$ cat config.mk
export PLATFORM = sky130hd
export DESIGN_NAME = idma_burst_splitter_axi_flat
export DESIGN_NICKNAME = d
export VERILOG_FILES = /design/src/rtl/idma_burst_splitter_axi_pkg.sv /design/src/rtl/idma_burst_splitter_axi_if.sv /design/src/rtl/idma_burst_splitter_side.sv /design/src/rtl/idma_burst_splitter_axi.sv /design/src/flat_wrapper.sv
export SDC_FILE = /design/constraint.sdc
export NUM_CORES = 1
export LEC_CHECK = 0
export CORE_MARGIN = 1
export CORE_UTILIZATION = 64
export CTS_CLUSTER_SIZE = 28
export DETAILED_ROUTE_END_ITERATION = 8
export PLACE_DENSITY = 0.88
export SYNTH_ARGS = -nofsm -noshare
export SYNTH_HDL_FRONTEND = slang
export SYNTH_SLANG_ARGS = --single-unit
export TNS_END_PERCENT = 30
$ cat constraint.sdc
create_clock -name clk_i -period 16.2 [get_ports clk_i]
set_clock_uncertainty 0.05 [all_clocks]
set_input_delay 2.43 -clock clk_i [delete_from_list [all_inputs] [get_ports clk_i]]
set_output_delay 2.43 -clock clk_i [all_outputs]
set_load 0.005 [all_outputs]
$ cat src/rtl/idma_burst_splitter_axi_pkg.sv
// Shared types, default widths and burst-size arithmetic for the iDMA AXI
// burst splitter.
package idma_splitter_pkg;

  localparam int unsigned DefAddrWidth  = 32;
  localparam int unsigned DefDataWidth  = 32;
  localparam int unsigned DefTFLenWidth = 32;
  localparam int unsigned DefMaxBeats   = 256;
  localparam int unsigned DefPageSize   = 4096;

  function automatic int unsigned strb_width(input int unsigned data_width);
    return data_width / 8;
  endfunction

  // A byte-wide bus still needs a one-bit field so the port widths stay legal.
  function automatic int unsigned off_width(input int unsigned data_width);
    return (data_width > 8) ? $clog2(data_width / 8) : 1;
  endfunction

  localparam int unsigned StrbWidth = strb_width(DefDataWidth);
  localparam int unsigned OffW      = off_width(DefDataWidth);

  typedef enum logic [1:0] {
    SIDE_IDLE = 2'd0,
    SIDE_EMIT = 2'd1,
    SIDE_DONE = 2'd2
  } side_state_e;

  typedef enum logic {
    TOP_IDLE = 1'b0,
    TOP_BUSY = 1'b1
  } top_state_e;

  typedef struct packed {
    logic [DefAddrWidth-1:0] addr;
    logic [7:0]              len;
    logic [OffW-1:0]         offset;
    logic [OffW-1:0]         tailer;
    logic [OffW-1:0]         shift;
  } burst_desc_t;

  // Largest chunk that fits the remaining length, the current page and one
  // max-length burst. The burst room is reduced by the leading misalignment
  // so the beat count never exceeds the burst limit.
  function automatic logic [63:0] chunk_size(input logic [63:0] addr,
                                             input logic [63:0] remaining,
                                             input logic [63:0] page_size,
                                             input logic [63:0] burst_bytes,
                                             input logic [63:0] strb);
    logic [63:0] page_room;
    logic [63:0] burst_room;
    logic [63:0] chunk;
    page_room  = page_size - (addr % page_size);
    burst_room = burst_bytes - (addr % strb);
    chunk      = remaining;
    if (page_room < chunk)  chunk = page_room;
    if (burst_room < chunk) chunk = burst_room;
    return chunk;
  endfunction

endpackage

$ cat src/rtl/idma_burst_splitter_axi_if.sv
// One burst-descriptor channel (AR/AW meta plus datapath shift info).
// master = splitter producing descriptors, slave = transport consuming them.
interface idma_burst_splitter_axi_if #(
  parameter int unsigned AddrWidth = 32,
  parameter int unsigned OffW      = 2
);
  logic [AddrWidth-1:0] addr;
  logic [7:0]           len;
  logic [OffW-1:0]      offset;
  logic [OffW-1:0]      tailer;
  logic [OffW-1:0]      shift;
  logic                 valid;
  logic                 ready;

  modport master (output addr, len, offset, tailer, shift, valid, input ready);
  modport slave  (input addr, len, offset, tailer, shift, valid, output ready);
endinterface

$ cat src/rtl/idma_burst_splitter_side.sv
// One side (read or write) of the burst splitter: address/remaining counters,
// side FSM and the registered descriptor output stage.
//
// state     | meaning
// ----------+--------------------------------------------------------------
// SIDE_IDLE | waiting for a transfer load from the top FSM
// SIDE_EMIT | descriptor valid; next burst loaded on each handshake
// SIDE_DONE | last descriptor handshaked; waiting for the top to clear
module idma_burst_splitter_side
  import idma_splitter_pkg::*;
#(
  parameter int unsigned AddrWidth  = DefAddrWidth,
  parameter int unsigned DataWidth  = DefDataWidth,
  parameter int unsigned TFLenWidth = DefTFLenWidth,
  parameter int unsigned MaxBeats   = DefMaxBeats,
  parameter int unsigned PageSize   = DefPageSize
) (
  input  logic                  clk_i,
  input  logic                  rst_ni,
  input  logic                  load_i,
  input  logic                  clr_i,
  input  logic [AddrWidth-1:0]  addr_i,
  input  logic [TFLenWidth-1:0] length_i,
  output logic                  done_o,
  idma_burst_splitter_axi_if.master desc
);

  localparam int unsigned StrbW   = strb_width(DataWidth);
  localparam logic [63:0] Strb64  = 64'(StrbW);
  localparam logic [63:0] Page64  = 64'(PageSize);
  localparam logic [63:0] Burst64 = 64'(MaxBeats) * Strb64;

  side_state_e           state_q, state_d;
  logic [AddrWidth-1:0]  cur_addr_q, cur_addr_d;
  logic [TFLenWidth-1:0] remaining_q, remaining_d;
  burst_desc_t           desc_q, desc_d;
  logic                  valid_q, valid_d;
  logic                  take;

  logic [63:0] base_addr, base_rem, off_b, chunk_b, end_b, beats_b, tail_b;

  // Burst geometry: from the request on load, else from the running counters.
  always_comb begin
    base_addr = (state_q == SIDE_IDLE) ? 64'(addr_i)   : 64'(cur_addr_q);
    base_rem  = (state_q == SIDE_IDLE) ? 64'(length_i) : 64'(remaining_q);
    off_b     = base_addr % Strb64;
    chunk_b   = chunk_size(base_addr, base_rem, Page64, Burst64, Strb64);
    end_b     = off_b + chunk_b;
    beats_b   = (end_b + Strb64 - 64'd1) / Strb64;
    tail_b    = (Strb64 - (end_b % Strb64)) % Strb64;
  end

  // Side FSM and next-descriptor selection.
  always_comb begin
    state_d     = state_q;
    cur_addr_d  = cur_addr_q;
    remaining_d = remaining_q;
    desc_d      = desc_q;
    valid_d     = valid_q;
    take        = 1'b0;

    unique case (state_q)
      SIDE_IDLE: begin
        if (load_i) begin
          state_d = SIDE_EMIT;
          take    = 1'b1;
        end
      end
      SIDE_EMIT: begin
        if (valid_q && desc.ready) begin
          if (remaining_q == '0) begin
            valid_d = 1'b0;
            state_d = SIDE_DONE;
          end else begin
            take = 1'b1;
          end
        end
      end
      SIDE_DONE: begin
        if (clr_i) state_d = SIDE_IDLE;
      end
      default: state_d = SIDE_IDLE;
    endcase

    if (take) begin
      valid_d       = 1'b1;
      desc_d.addr   = DefAddrWidth'(base_addr);
      desc_d.len    = 8'(beats_b - 64'd1);
      desc_d.offset = OffW'(off_b);
      desc_d.tailer = OffW'(tail_b);
      // The shift is fixed by the transfer's start alignment.
      desc_d.shift  = (state_q == SIDE_IDLE) ? OffW'(off_b) : desc_q.shift;
      cur_addr_d    = AddrWidth'(base_addr + chunk_b);
      remaining_d   = TFLenWidth'(base_rem - chunk_b);
    end
  end

  // Counter, FSM and output register.
  always_ff @(posedge clk_i or negedge rst_ni) begin
    if (!rst_ni) begin
      state_q     <= SIDE_IDLE;
      cur_addr_q  <= '0;
      remaining_q <= '0;
      desc_q      <= '0;
      valid_q     <= 1'b0;
    end else begin
      state_q     <= state_d;
      cur_addr_q  <= cur_addr_d;
      remaining_q <= remaining_d;
      desc_q      <= desc_d;
      valid_q     <= valid_d;
    end
  end

  assign done_o      = (state_q == SIDE_DONE);
  assign desc.addr   = AddrWidth'(desc_q.addr);
  assign desc.len    = desc_q.len;
  assign desc.offset = desc_q.offset;
  assign desc.tailer = desc_q.tailer;
  assign desc.shift  = desc_q.shift;
  assign desc.valid  = valid_q;

endmodule

$ cat src/rtl/idma_burst_splitter_axi.sv
// iDMA AXI burst splitter: accepts one 1D transfer and hands it to two
// independent side splitters (read from src, write to dst).
//
// state    | meaning
// ---------+----------------------------------------------------------
// TOP_IDLE | ready for a new transfer
// TOP_BUSY | sides emitting; leaves when both sides report done
module idma_burst_splitter_axi
  import idma_splitter_pkg::*;
#(
  parameter int unsigned AddrWidth  = DefAddrWidth,
  parameter int unsigned DataWidth  = DefDataWidth,
  parameter int unsigned TFLenWidth = DefTFLenWidth,
  parameter int unsigned MaxBeats   = DefMaxBeats,
  parameter int unsigned PageSize   = DefPageSize
) (
  input  logic                  clk_i,
  input  logic                  rst_ni,
  input  logic [AddrWidth-1:0]  src_addr_i,
  input  logic [AddrWidth-1:0]  dst_addr_i,
  input  logic [TFLenWidth-1:0] length_i,
  input  logic                  req_valid_i,
  output logic                  req_ready_o,
  output logic                  busy_o,
  idma_burst_splitter_axi_if.master r_if,
  idma_burst_splitter_axi_if.master w_if
);

  top_state_e state_q, state_d;
  logic       load, clr, r_done, w_done;

  assign req_ready_o = (state_q == TOP_IDLE);
  assign busy_o      = (state_q == TOP_BUSY);
  // Zero-length requests are handshaked but never reach the sides.
  assign load        = req_valid_i && req_ready_o && (length_i != '0);
  assign clr         = busy_o && r_done && w_done;

  // Top next-state logic.
  always_comb begin
    state_d = state_q;
    if (state_q == TOP_IDLE) begin
      if (load) state_d = TOP_BUSY;
    end else if (r_done && w_done) begin
      state_d = TOP_IDLE;
    end
  end

  // Top state register.
  always_ff @(posedge clk_i or negedge rst_ni) begin
    if (!rst_ni) state_q <= TOP_IDLE;
    else         state_q <= state_d;
  end

  idma_burst_splitter_side #(
    .AddrWidth (AddrWidth),
    .DataWidth (DataWidth),
    .TFLenWidth(TFLenWidth),
    .MaxBeats  (MaxBeats),
    .PageSize  (PageSize)
  ) u_read (
    .clk_i   (clk_i),
    .rst_ni  (rst_ni),
    .load_i  (load),
    .clr_i   (clr),
    .addr_i  (src_addr_i),
    .length_i(length_i),
    .done_o  (r_done),
    .desc    (r_if)
  );

  idma_burst_splitter_side #(
    .AddrWidth (AddrWidth),
    .DataWidth (DataWidth),
    .TFLenWidth(TFLenWidth),
    .MaxBeats  (MaxBeats),
    .PageSize  (PageSize)
  ) u_write (
    .clk_i   (clk_i),
    .rst_ni  (rst_ni),
    .load_i  (load),
    .clr_i   (clr),
    .addr_i  (dst_addr_i),
    .length_i(length_i),
    .done_o  (w_done),
    .desc    (w_if)
  );

endmodule

$ cat src/flat_wrapper.sv
// flat-port wrapper written by rule: the top's interface ports become plain ports
module idma_burst_splitter_axi_flat import idma_splitter_pkg::*;
#(
  parameter int unsigned AddrWidth  = DefAddrWidth,
  parameter int unsigned DataWidth  = DefDataWidth,
  parameter int unsigned TFLenWidth = DefTFLenWidth,
  parameter int unsigned MaxBeats   = DefMaxBeats,
  parameter int unsigned PageSize   = DefPageSize
)
  (clk_i, rst_ni, src_addr_i, dst_addr_i, length_i, req_valid_i, req_ready_o, busy_o, r_if_addr, r_if_len, r_if_offset, r_if_tailer, r_if_shift, r_if_valid, r_if_ready, w_if_addr, w_if_len, w_if_offset, w_if_tailer, w_if_shift, w_if_valid, w_if_ready);
  idma_burst_splitter_axi_if #(.AddrWidth(AddrWidth), .OffW(2)) r_if_i ();
  idma_burst_splitter_axi_if #(.AddrWidth(AddrWidth), .OffW(2)) w_if_i ();
  input  logic clk_i;
  input  logic rst_ni;
  input  logic [AddrWidth-1:0] src_addr_i;
  input  logic [AddrWidth-1:0] dst_addr_i;
  input  logic [TFLenWidth-1:0] length_i;
  input  logic req_valid_i;
  output logic req_ready_o;
  output logic busy_o;
  output wire logic [$bits(r_if_i.addr)-1:0] r_if_addr;
  output wire logic [$bits(r_if_i.len)-1:0] r_if_len;
  output wire logic [$bits(r_if_i.offset)-1:0] r_if_offset;
  output wire logic [$bits(r_if_i.tailer)-1:0] r_if_tailer;
  output wire logic [$bits(r_if_i.shift)-1:0] r_if_shift;
  output wire logic [$bits(r_if_i.valid)-1:0] r_if_valid;
  input wire logic [$bits(r_if_i.ready)-1:0] r_if_ready;
  output wire logic [$bits(w_if_i.addr)-1:0] w_if_addr;
  output wire logic [$bits(w_if_i.len)-1:0] w_if_len;
  output wire logic [$bits(w_if_i.offset)-1:0] w_if_offset;
  output wire logic [$bits(w_if_i.tailer)-1:0] w_if_tailer;
  output wire logic [$bits(w_if_i.shift)-1:0] w_if_shift;
  output wire logic [$bits(w_if_i.valid)-1:0] w_if_valid;
  input wire logic [$bits(w_if_i.ready)-1:0] w_if_ready;
  assign r_if_addr = r_if_i.addr;
  assign r_if_len = r_if_i.len;
  assign r_if_offset = r_if_i.offset;
  assign r_if_tailer = r_if_i.tailer;
  assign r_if_shift = r_if_i.shift;
  assign r_if_valid = r_if_i.valid;
  assign r_if_i.ready = r_if_ready;
  assign w_if_addr = w_if_i.addr;
  assign w_if_len = w_if_i.len;
  assign w_if_offset = w_if_i.offset;
  assign w_if_tailer = w_if_i.tailer;
  assign w_if_shift = w_if_i.shift;
  assign w_if_valid = w_if_i.valid;
  assign w_if_i.ready = w_if_ready;
  idma_burst_splitter_axi #(.AddrWidth(AddrWidth), .DataWidth(DataWidth), .TFLenWidth(TFLenWidth), .MaxBeats(MaxBeats), .PageSize(PageSize)) u_core (.clk_i(clk_i), .rst_ni(rst_ni), .src_addr_i(src_addr_i), .dst_addr_i(dst_addr_i), .length_i(length_i), .req_valid_i(req_valid_i), .req_ready_o(req_ready_o), .busy_o(busy_o), .r_if(r_if_i), .w_if(w_if_i));
endmodule
# Yosys cells after proc, flatten, opt, wreduce, memory -nomap -nowiden

Index checks and enable logic that the tools add are counted.

Output and inout port bits: 96
Word-level logic and storage cells: 111
Flip-flop bits (word level): 227

$add $sub $neg: 18
Eq/ne operators: 12
Magnitude comparators: 4
Reductions and logical operators: 24
Muxes and demuxes: 33
Bitwise gates (word level): 1

Operators by type and width:

| operator               | count |
|---|---|
| $mux 32                | 6 |
| $lt 64x32->1           | 2 |
| $lt 64x64->1           | 2 |
| $mux 64                | 2 |
| $add 32x32->32         | 2 |
| $logic_not 32->1       | 2 |
| $sub 32x32->32         | 2 |
| $reduce_bool 32->1     | 1 |
| $sub 13x12->14 const A | 2 |
| $sub 11x2->12 const A  | 2 |
| $add 10x3->10 const B  | 2 |
| $add 2x10->10          | 2 |
| $sub 10x1->10 const B  | 2 |
| $sub 8x1->8 const B    | 2 |
| $mux 1                 | 15 |
| $mux 2                 | 6 |
| $pmux 2 s3             | 2 |
| $reduce_bool 2->1      | 6 |
| $ne 2x1->1 const B     | 4 |
| $ne 2x2->1 const B     | 4 |
| $reduce_and 4->1       | 2 |
| $logic_and 1x1->1      | 7 |
| $reduce_and 3->1       | 2 |
| $eq 2x1->1 const B     | 2 |
| 6 further kinds        | 11 |

# Logic depth before layout (Yosys ltp)

Gate-level depths: netlist (run 1).

Depth in word-level cells: 11
Depth in mapped cells: 50
Gate-level depth less buffers: 43

# Hierarchy

A second synthesis (run 1) with hierarchy kept.

Cell total of the unflattened synthesis: 2,484
Area total of the unflattened synthesis: 19,311.0 sq um

Modules (own cells, without submodules):

| module                                    | area an instance (sq um) | instances | seq. area each (sq um) | cells an instance |
|---|---|---|---|---|
| idma_burst_splitter_side (u_core.u_write) | 9,660.5                  | 1         | 2,752.6                | 1,251 |
| idma_burst_splitter_side (u_core.u_read)  | 9,532.9                  | 1         | 2,752.6                | 1,217 |
| idma_burst_splitter_axi                   | 117.6                    | 1         | 25.0                   | 16 |

# Worst setup path after synthesis (run 1)

No wires, ideal clock.

Path kind: input-to-reg
Start: input port src_addr_i[1]
End: register u_core.u_read.cur_addr_q[31]
Data arrival time: 11,225 ps
Data required time: 16,030 ps
Stages: 43
Slack: 4,804 ps
Library setup time: 120 ps
Buffers on the path: 3
Cells stage by stage: mux2i_1 > ha_1 > buf_2 > inv_1 > a211oi_1 > nor4b_1 > and2_0 > nand2_1 > xnor2_1 > inv_1 > ha_1 > nand3_1 > nor4_1 > o31ai_1 > nand3_1 > nand2_1 > buf_2 > a21oi_1 > [... 7 more ...] > a311o_1 > buf_2 > nand2_1 > o21ai_0 > ha_1 > a21o_1 > a21o_1 > a2111oi_0 > or4_1 > a211oi_1 > o21ai_1 > a21oi_1 > a221o_1 > a21o_1 > a31o_1 > a31oi_1 > or4b_1 > o211a_1

Word-level cells in the longest chain between the ends: 7
Elaborated cells on any way between the ends: 8
Those cells by class: add/sub: 3; order compare: 2; mux: 3

RTL lines:

| what                   | line                              | source |
|---|---|---|
| start: declaration     | flat_wrapper.sv:15                | `input logic [AddrWidth-1:0] src_addr_i;` |
| $mux 32 (*)            | idma_burst_splitter_side.sv:44    | `base_addr = (state_q == SIDE_IDLE) ? 64'(addr_i) : 64'(cur_addr_q);` |
| $sub 13x12->14         | idma_burst_splitter_axi_pkg.sv:53 | `page_room = page_size - (addr % page_size);` |
| $lt 64x32->1           | idma_burst_splitter_axi_pkg.sv:56 | `if (page_room < chunk) chunk = page_room;` |
| $mux 64                | idma_burst_splitter_axi_pkg.sv:56 |  |
| $lt 64x64->1           | idma_burst_splitter_axi_pkg.sv:57 | `if (burst_room < chunk) chunk = burst_room;` |
| $mux 32                | idma_burst_splitter_axi_pkg.sv:57 |  |
| $add 32x32->32 (*)     | idma_burst_splitter_side.sv:93    | `cur_addr_d = AddrWidth'(base_addr + chunk_b);` |
| end signal: assignment | idma_burst_splitter_side.sv:108   | `cur_addr_q <= cur_addr_d;` |
| end: declaration       | idma_burst_splitter_side.sv:34    | `logic [AddrWidth-1:0] cur_addr_q, cur_addr_d;` |

Every way passes the cells marked *; elsewhere a longest branch is shown, timed or not.
A chain may end at the register's enable or synchronous reset.

# Worst setup path in the final report (run 1)

Ends and elaborated chain as after synthesis.

==> flow_summary.yaml, run 1 <==
routing:
  ant_nets: 0
  wire_per_inst_um: 18.2
  drt_iter0_drc: 1384
  via_per_inst: 6.12
  drcViolationCount: 0
  first_pass_iters: 5
  wl_um: 55600
  num_vias: 18700
global_routing:
  grt_max_degree: 113
  grt_first_pass_wirelength_um: 90300
  grt_usage: 0.357
  antenna_found_initial: 2
  grt_pass1_vias: 18400
  gr-total-overflow: 0
clocking:
  cts.sinks: 221
  cts_max_level: 1
  root_buffer: "clkbuf_16"
  cts_tree: "done"
  post_cts_resize_count: 0
  cts_made_buffers: 26
  ctsHoldBuffers: 0
  cts_setup_buffers: 0
  ctsLongestPathBuffers: 3
  clk_pin_slew_ns: 0.06
  worstSkewPairLatency_ns: 0.55
sta:
  tightest_slew_ns: 1.01
  rsz0062_at_grt: "false"
  finalMaxSlewViolations: 0
  slew_headroom: 0.328
  timing.final.hold_violations: 0
  post-route-period-util: 0.838
  fmax_ghz: 0.0736
  fin_crit_ns: 13.58
  setup_viol_count_final: 0
  fin_setup_tns_ns: 0
worst_setup_path:
  crit_top_cell: "a21o_1"
  critPathSlowestCell: "a2111oi_0"
  arrival_ns: 13.96
  required_ns: 16.58
  critPathMaxStageDelay_ns: 0.66
  crit_family: "compound AO/OA/AOI/OAI gates"
  end_kind: "register"
  crit_buf_inv: 4
  crit_fanout: 14
  path_class: "primary input to register"
  setup.worst_path.start_class: "primary input"
floorplanning:
  pin_count: 197
  die_x_um: 176
  start_util: 0.650
  dieArea_sq_um: 30800
  die_h_um: 176
  core_sq_um: 29600
  num_rows: 63
place:
  hpwl_um: 41300
  place_area_sq_um: 21800
  place.gp.congestion: 1.00
  port_buffers: 196
cells_and_area:
  ff_latch_area_sq_um: 5530
  multi_input_area_sq_um: 13200
  fin_area_sq_um: 22700
  layout-drive-gt1-share: 0.0633
  final_cell_mix: "nand2_1, dfrtp_1, o21ai_0"
  area_growth_pct: 17.7
  mostFrequentLayoutCell: "nand2_1"
  fin_nets: 2915
  fillers: 2166
logic_synthesis:
  synth_edf_count: 0
  synthDistinctLibCells: 91
  synth_area_leaders: "dfrtp_1, ha_1, nand2_1, o21ai_0, xnor2_1"
  ys_ff_latch: 221
  synth_cells: 2410
  synth_top_area_frac: 0.287
  syn_area_sq_um: 19300
  async_flop_share: 1.00
  synthDominantAreaCellType: "dfrtp_1"
  yosys_warnings: 0
  yosys_most_used_dff: "dfrtp_1"
  yosysSeqAreaShare: 0.287
  syn_avg_cell_area_sq_um: 8.00
hold_path:
  holdCritPathClass: "register to register"
status:
  status: "finished clean"
job:
  drv_cap: 0
==> cell families (layout without fill, tap and decap cells) <==
| family | after synthesis | in the layout | synth area share |
|---|---|---|---|
| XOR/XNOR | 138 | 138 | 0.0634 |
| adder cells (fa/ha/maj) | 178 | 178 | 0.117 |
| AND/OR/NAND/NOR | 897 | 897 | 0.214 |
| buffers and inverters | 224 | 390 | 0.0464 |
| AO/OA/AOI/OAI | 628 | 628 | 0.204 |
| flip-flops | 221 | 221 | 0.287 |
| other | 2 | 82 | 0.000390 |
| multiplexers | 122 | 122 | 0.0675 |
==> final cells by class <==
class                           instances  area share
Clock buffer                           35      0.0319
Tap cell                              390      0.0215
Clock inverter                         11     0.00794
Timing Repair Buffer                  210      0.0913
Multi-Input combinational cell       2043       0.581
Sequential cell                       221       0.244
Antenna cell                            2    0.000221
Inverter                              134      0.0222
==> cells in the mapped netlist (42+ instances only) <==
cell type / count
nand2_1: 494
dfrtp_1: 221
o21ai_0: 220
ha_1: 174
a21oi_1: 132
inv_1: 131
nor2_1: 111
xnor2_1: 83
a21o_1: 71
mux2_2: 64
clkbuf_1: 59
mux2i_1: 58
xor2_1: 54
nand3_1: 47
nor3_1: 42
==> per-stage QoR <==
step / util / hold WS, ns / worst slack [ns] / cells
floorplan: - / 0.396 / 4.80 / 2488
global placement: 0.735 / 0.411 / 2.71 / 2998
detailed placement: 0.735 / 0.416 / 2.33 / 2998
CTS: 0.765 / 0.429 / 2.84 / 3044
global route: 0.765 / 0.451 / 1.76 / 3045
finish: 0.766 / 0.428 / 2.62 / 3046
==> final timing paths <==
path | startpoint | depth (start not counted) | end | slack (ns)
max | src_addr_i[1] | 40 | u_core.u_read.cur_addr_q[31]$_DFFE_PN0P_ | 2.62
min | u_core.u_read.desc.addr[9]$_DFFE_PN0P_ | 2 | u_core.u_read.desc.addr[9]$_DFFE_PN0P_ | 0.43
max reg2reg | u_core.u_read.state_q[1]$_DFFE_PN0P_ | 41 | u_core.u_read.cur_addr_q[31]$_DFFE_PN0P_ | 3.55
min reg2reg | u_core.u_read.desc.addr[9]$_DFFE_PN0P_ | 2 | u_core.u_read.desc.addr[9]$_DFFE_PN0P_ | 0.43
max in group asynchronous | rst_ni | 2 | u_core.u_write.cur_addr_q[22]$_DFFE_PN0P_ | 12.83
min in group asynchronous | rst_ni | 1 | u_core.u_read.desc.len[1]$_DFFE_PN0P_ | 1.86
==> registers in the layout (all words and copies together), names as in the netlist, 8 cells and up <==
signal and cells:
u_core.u_read.desc.addr 32, u_core.u_read.remaining_q 32, u_core.u_read.cur_addr_q 32, u_core.u_write.desc.len 8, u_core.u_write.remaining_q 32, u_core.u_write.cur_addr_q 32
u_core.u_read.desc.len 8, u_core.u_write.desc.addr 32
==> worst min-delay path, stage by stage (launching register included) <==
cell and delay (ns):
dfrtp_1 0.34, nand2_1 0.04, o21ai_0 0.06
==> per-layer routing <==
layer | global-route usage | routed length (um)
met1 | 0.445 | 22900
met2 | 0.629 | 26600
met3 | 0.0468 | 3910
met4 | 0.136 | 2130
met5 | 0 | 0
Power of run 1 is not shown: default switching activity piles up to over one toggle a cycle in this logic, so the estimate is an artifact.
==> inputs of run 2 (changes only) <==
- CORE_UTILIZATION: 64 -> 59
- PLACE_DENSITY: 0.88 -> 0.82
- clock period: 16.2 -> 13.4 ns (I/O delays scaled with it)
==> run 2 against run 1 <==
Compared with the run above:
- sequential share of layout area fell by 0.12 points
- non-clock buffer count is 11 higher
- critical path depth increased by 1
- register-to-register slack got worse by 1.8 ns
- worst setup slack worse by 1.6 ns
- via count down 1.5%
- final cell count grew 1.8%
- critical path type unchanged
- critical endpoint unchanged
==> flow_summary.yaml, run 2 (synthesized netlist as in run 1, its figures left out) <==
cells_and_area:
  fillers: 2528
  fin_nets: 2926
  layout-drive-gt1-share: 0.0687
  mostFrequentLayoutCell: "nand2_1"
  area_growth_pct: 18.3
  final_cell_mix: "nand2_1, dfrtp_1, o21ai_0"
place:
  pre_cts_ws_ns: 0.637
  hpwl_um: 42400
  place.gp.congestion: 1.06
  port_buffers: 196
routing:
  wl_um: 55900
  drt_iter0_drc: 1260
  via_per_inst: 5.92
  num_vias: 18400
  drcViolationCount: 0
  wire_per_inst_um: 18.0
  ant_nets: 0
  first_pass_iters: 7
global_routing:
  gr-total-overflow: 0
  grt_usage: 0.338
  grt_max_degree: 118
  antenna_found_initial: 1
  grt_pass1_vias: 18300
  grt_first_pass_wirelength_um: 91800
clocking:
  clk_pin_slew_ns: 0.06
  cts_setup_buffers: 0
  cts_tree: "done"
  ctsLongestPathBuffers: 3
  cts_max_level: 1
  worstSkewPairLatency_ns: 0.55
  cts.sinks: 221
  ctsHoldBuffers: 0
  root_buffer: "clkbuf_16"
  post_cts_resize_count: 0
  cts_made_buffers: 26
sta:
  finalMaxSlewViolations: 0
  fin_ws_ns: 1.05
  fin_setup_tns_ns: 0
  tightest_slew_ns: 1.03
  slew_headroom: 0.312
  timing.final.hold_violations: 0
  rsz0062_at_grt: "false"
  setup_viol_count_final: 0
  fmax_ghz: 0.0810
  fin_crit_ns: 12.35
  post-route-period-util: 0.922
job:
  drv_cap: 0
floorplanning:
  core_sq_um: 31900
  die_x_um: 183
  die_h_um: 183
  pin_count: 197
  num_rows: 65
  dieArea_sq_um: 33400
  start_util: 0.605
status:
  status: "finished clean"
worst_setup_path:
  setup.worst_path.start_class: "primary input"
  ff2ff_setup_slack_ns: 1.72
  r2r_start: "u_core.u_read.state_q[0]$_DFFE_PN0P_"
  critPathMaxStageDelay_ns: 0.53
  crit_top_cell: "a21o_1"
  path_class: "primary input to register"
  crit_family: "compound AO/OA/AOI/OAI gates"
  reg2reg_to: "u_core.u_read.cur_addr_q[31]$_DFFE_PN0P_"
  end_kind: "register"
  crit_buf_inv: 5
  required_ns: 13.79
  arrival_ns: 12.74
  crit_fanout: 11
  critPathSlowestCell: "a2111oi_0"
  r2r_cells: 42
hold_path:
  hold_path_startpoint: "u_core.u_read.desc.addr[31]$_DFFE_PN0P_"
  hold_depth: 1
  holdCritPathClass: "register to register"
  hold_end: "u_core.u_read.desc.addr[31]$_DFFE_PN0P_"
run 2: cell types whose count changed in the layout (fill, tap and decap cells not counted):
cell,previous run,this run
clkbuf_1,5,1
buf_4,14,25
clkinv_2,1,6
clkbuf_8,4,3
bufinv_16,4,3
diode_2,2,1
clkinvlp_4,4,5
run 2: worst max-delay path by stage:
stage | from | to | slack (ns) | cells past startpoint
2_1_floorplan | src_addr_i[1] | u_core.u_read.cur_addr_q[31]$_DFFE_PN0P_ | 2.42 | 43
3_3_place_gp | src_addr_i[1] | u_core.u_read.cur_addr_q[31]$_DFFE_PN0P_ | 1.04 | 41
3_5_place_dp | src_addr_i[1] | u_core.u_read.cur_addr_q[31]$_DFFE_PN0P_ | 0.64 | 41
4_1_cts | src_addr_i[1] | u_core.u_read.cur_addr_q[31]$_DFFE_PN0P_ | 1.17 | 41
5_1_grt | src_addr_i[1] | u_core.u_read.cur_addr_q[31]$_DFFE_PN0P_ | 0.23 | 41
6_report | src_addr_i[1] | u_core.u_read.cur_addr_q[31]$_DFFE_PN0P_ | 1.05 | 41
run 2: final cells by class:
| type | count | area, sq um | share of cell area |
|---|---|---|---|
| well taps | 435 | 544 | 0.0239 |
| inverters | 134 | 503 | 0.0221 |
| clock buffers | 30 | 696 | 0.0305 |
| clock inverters | 16 | 183 | 0.00801 |
| multi-input cells | 2043 | 13200 | 0.578 |
| repair buffers | 221 | 2150 | 0.0945 |
| diodes | 1 | 2.50 | 0.000110 |
| flip-flops and latches | 221 | 5530 | 0.243 |
run 2: metal layers:
metal | wire length [um] | vias to the layer above | global-route usage
met5 | 0 | - | 0
met4 | 2130 | 0 | 0.134
met3 | 3400 | 138 | 0.0510
met2 | 26600 | 621 | 0.578
met1 | 23800 | 8676 | 0.427
li1 | - | 8934 | -
run 2: per-stage QoR:
stage,hold slack [ns],instances,util,area [sq um]
after floorplan,0.396,2488,-,19600
after detailed placement,0.416,3054,0.688,21900
after global routing,0.452,3100,0.715,22800
final,0.427,3101,0.715,22800
after CTS,0.429,3100,0.715,22800
after global placement,0.410,3054,0.688,21900
Power of run 2 is left out for the same reason.
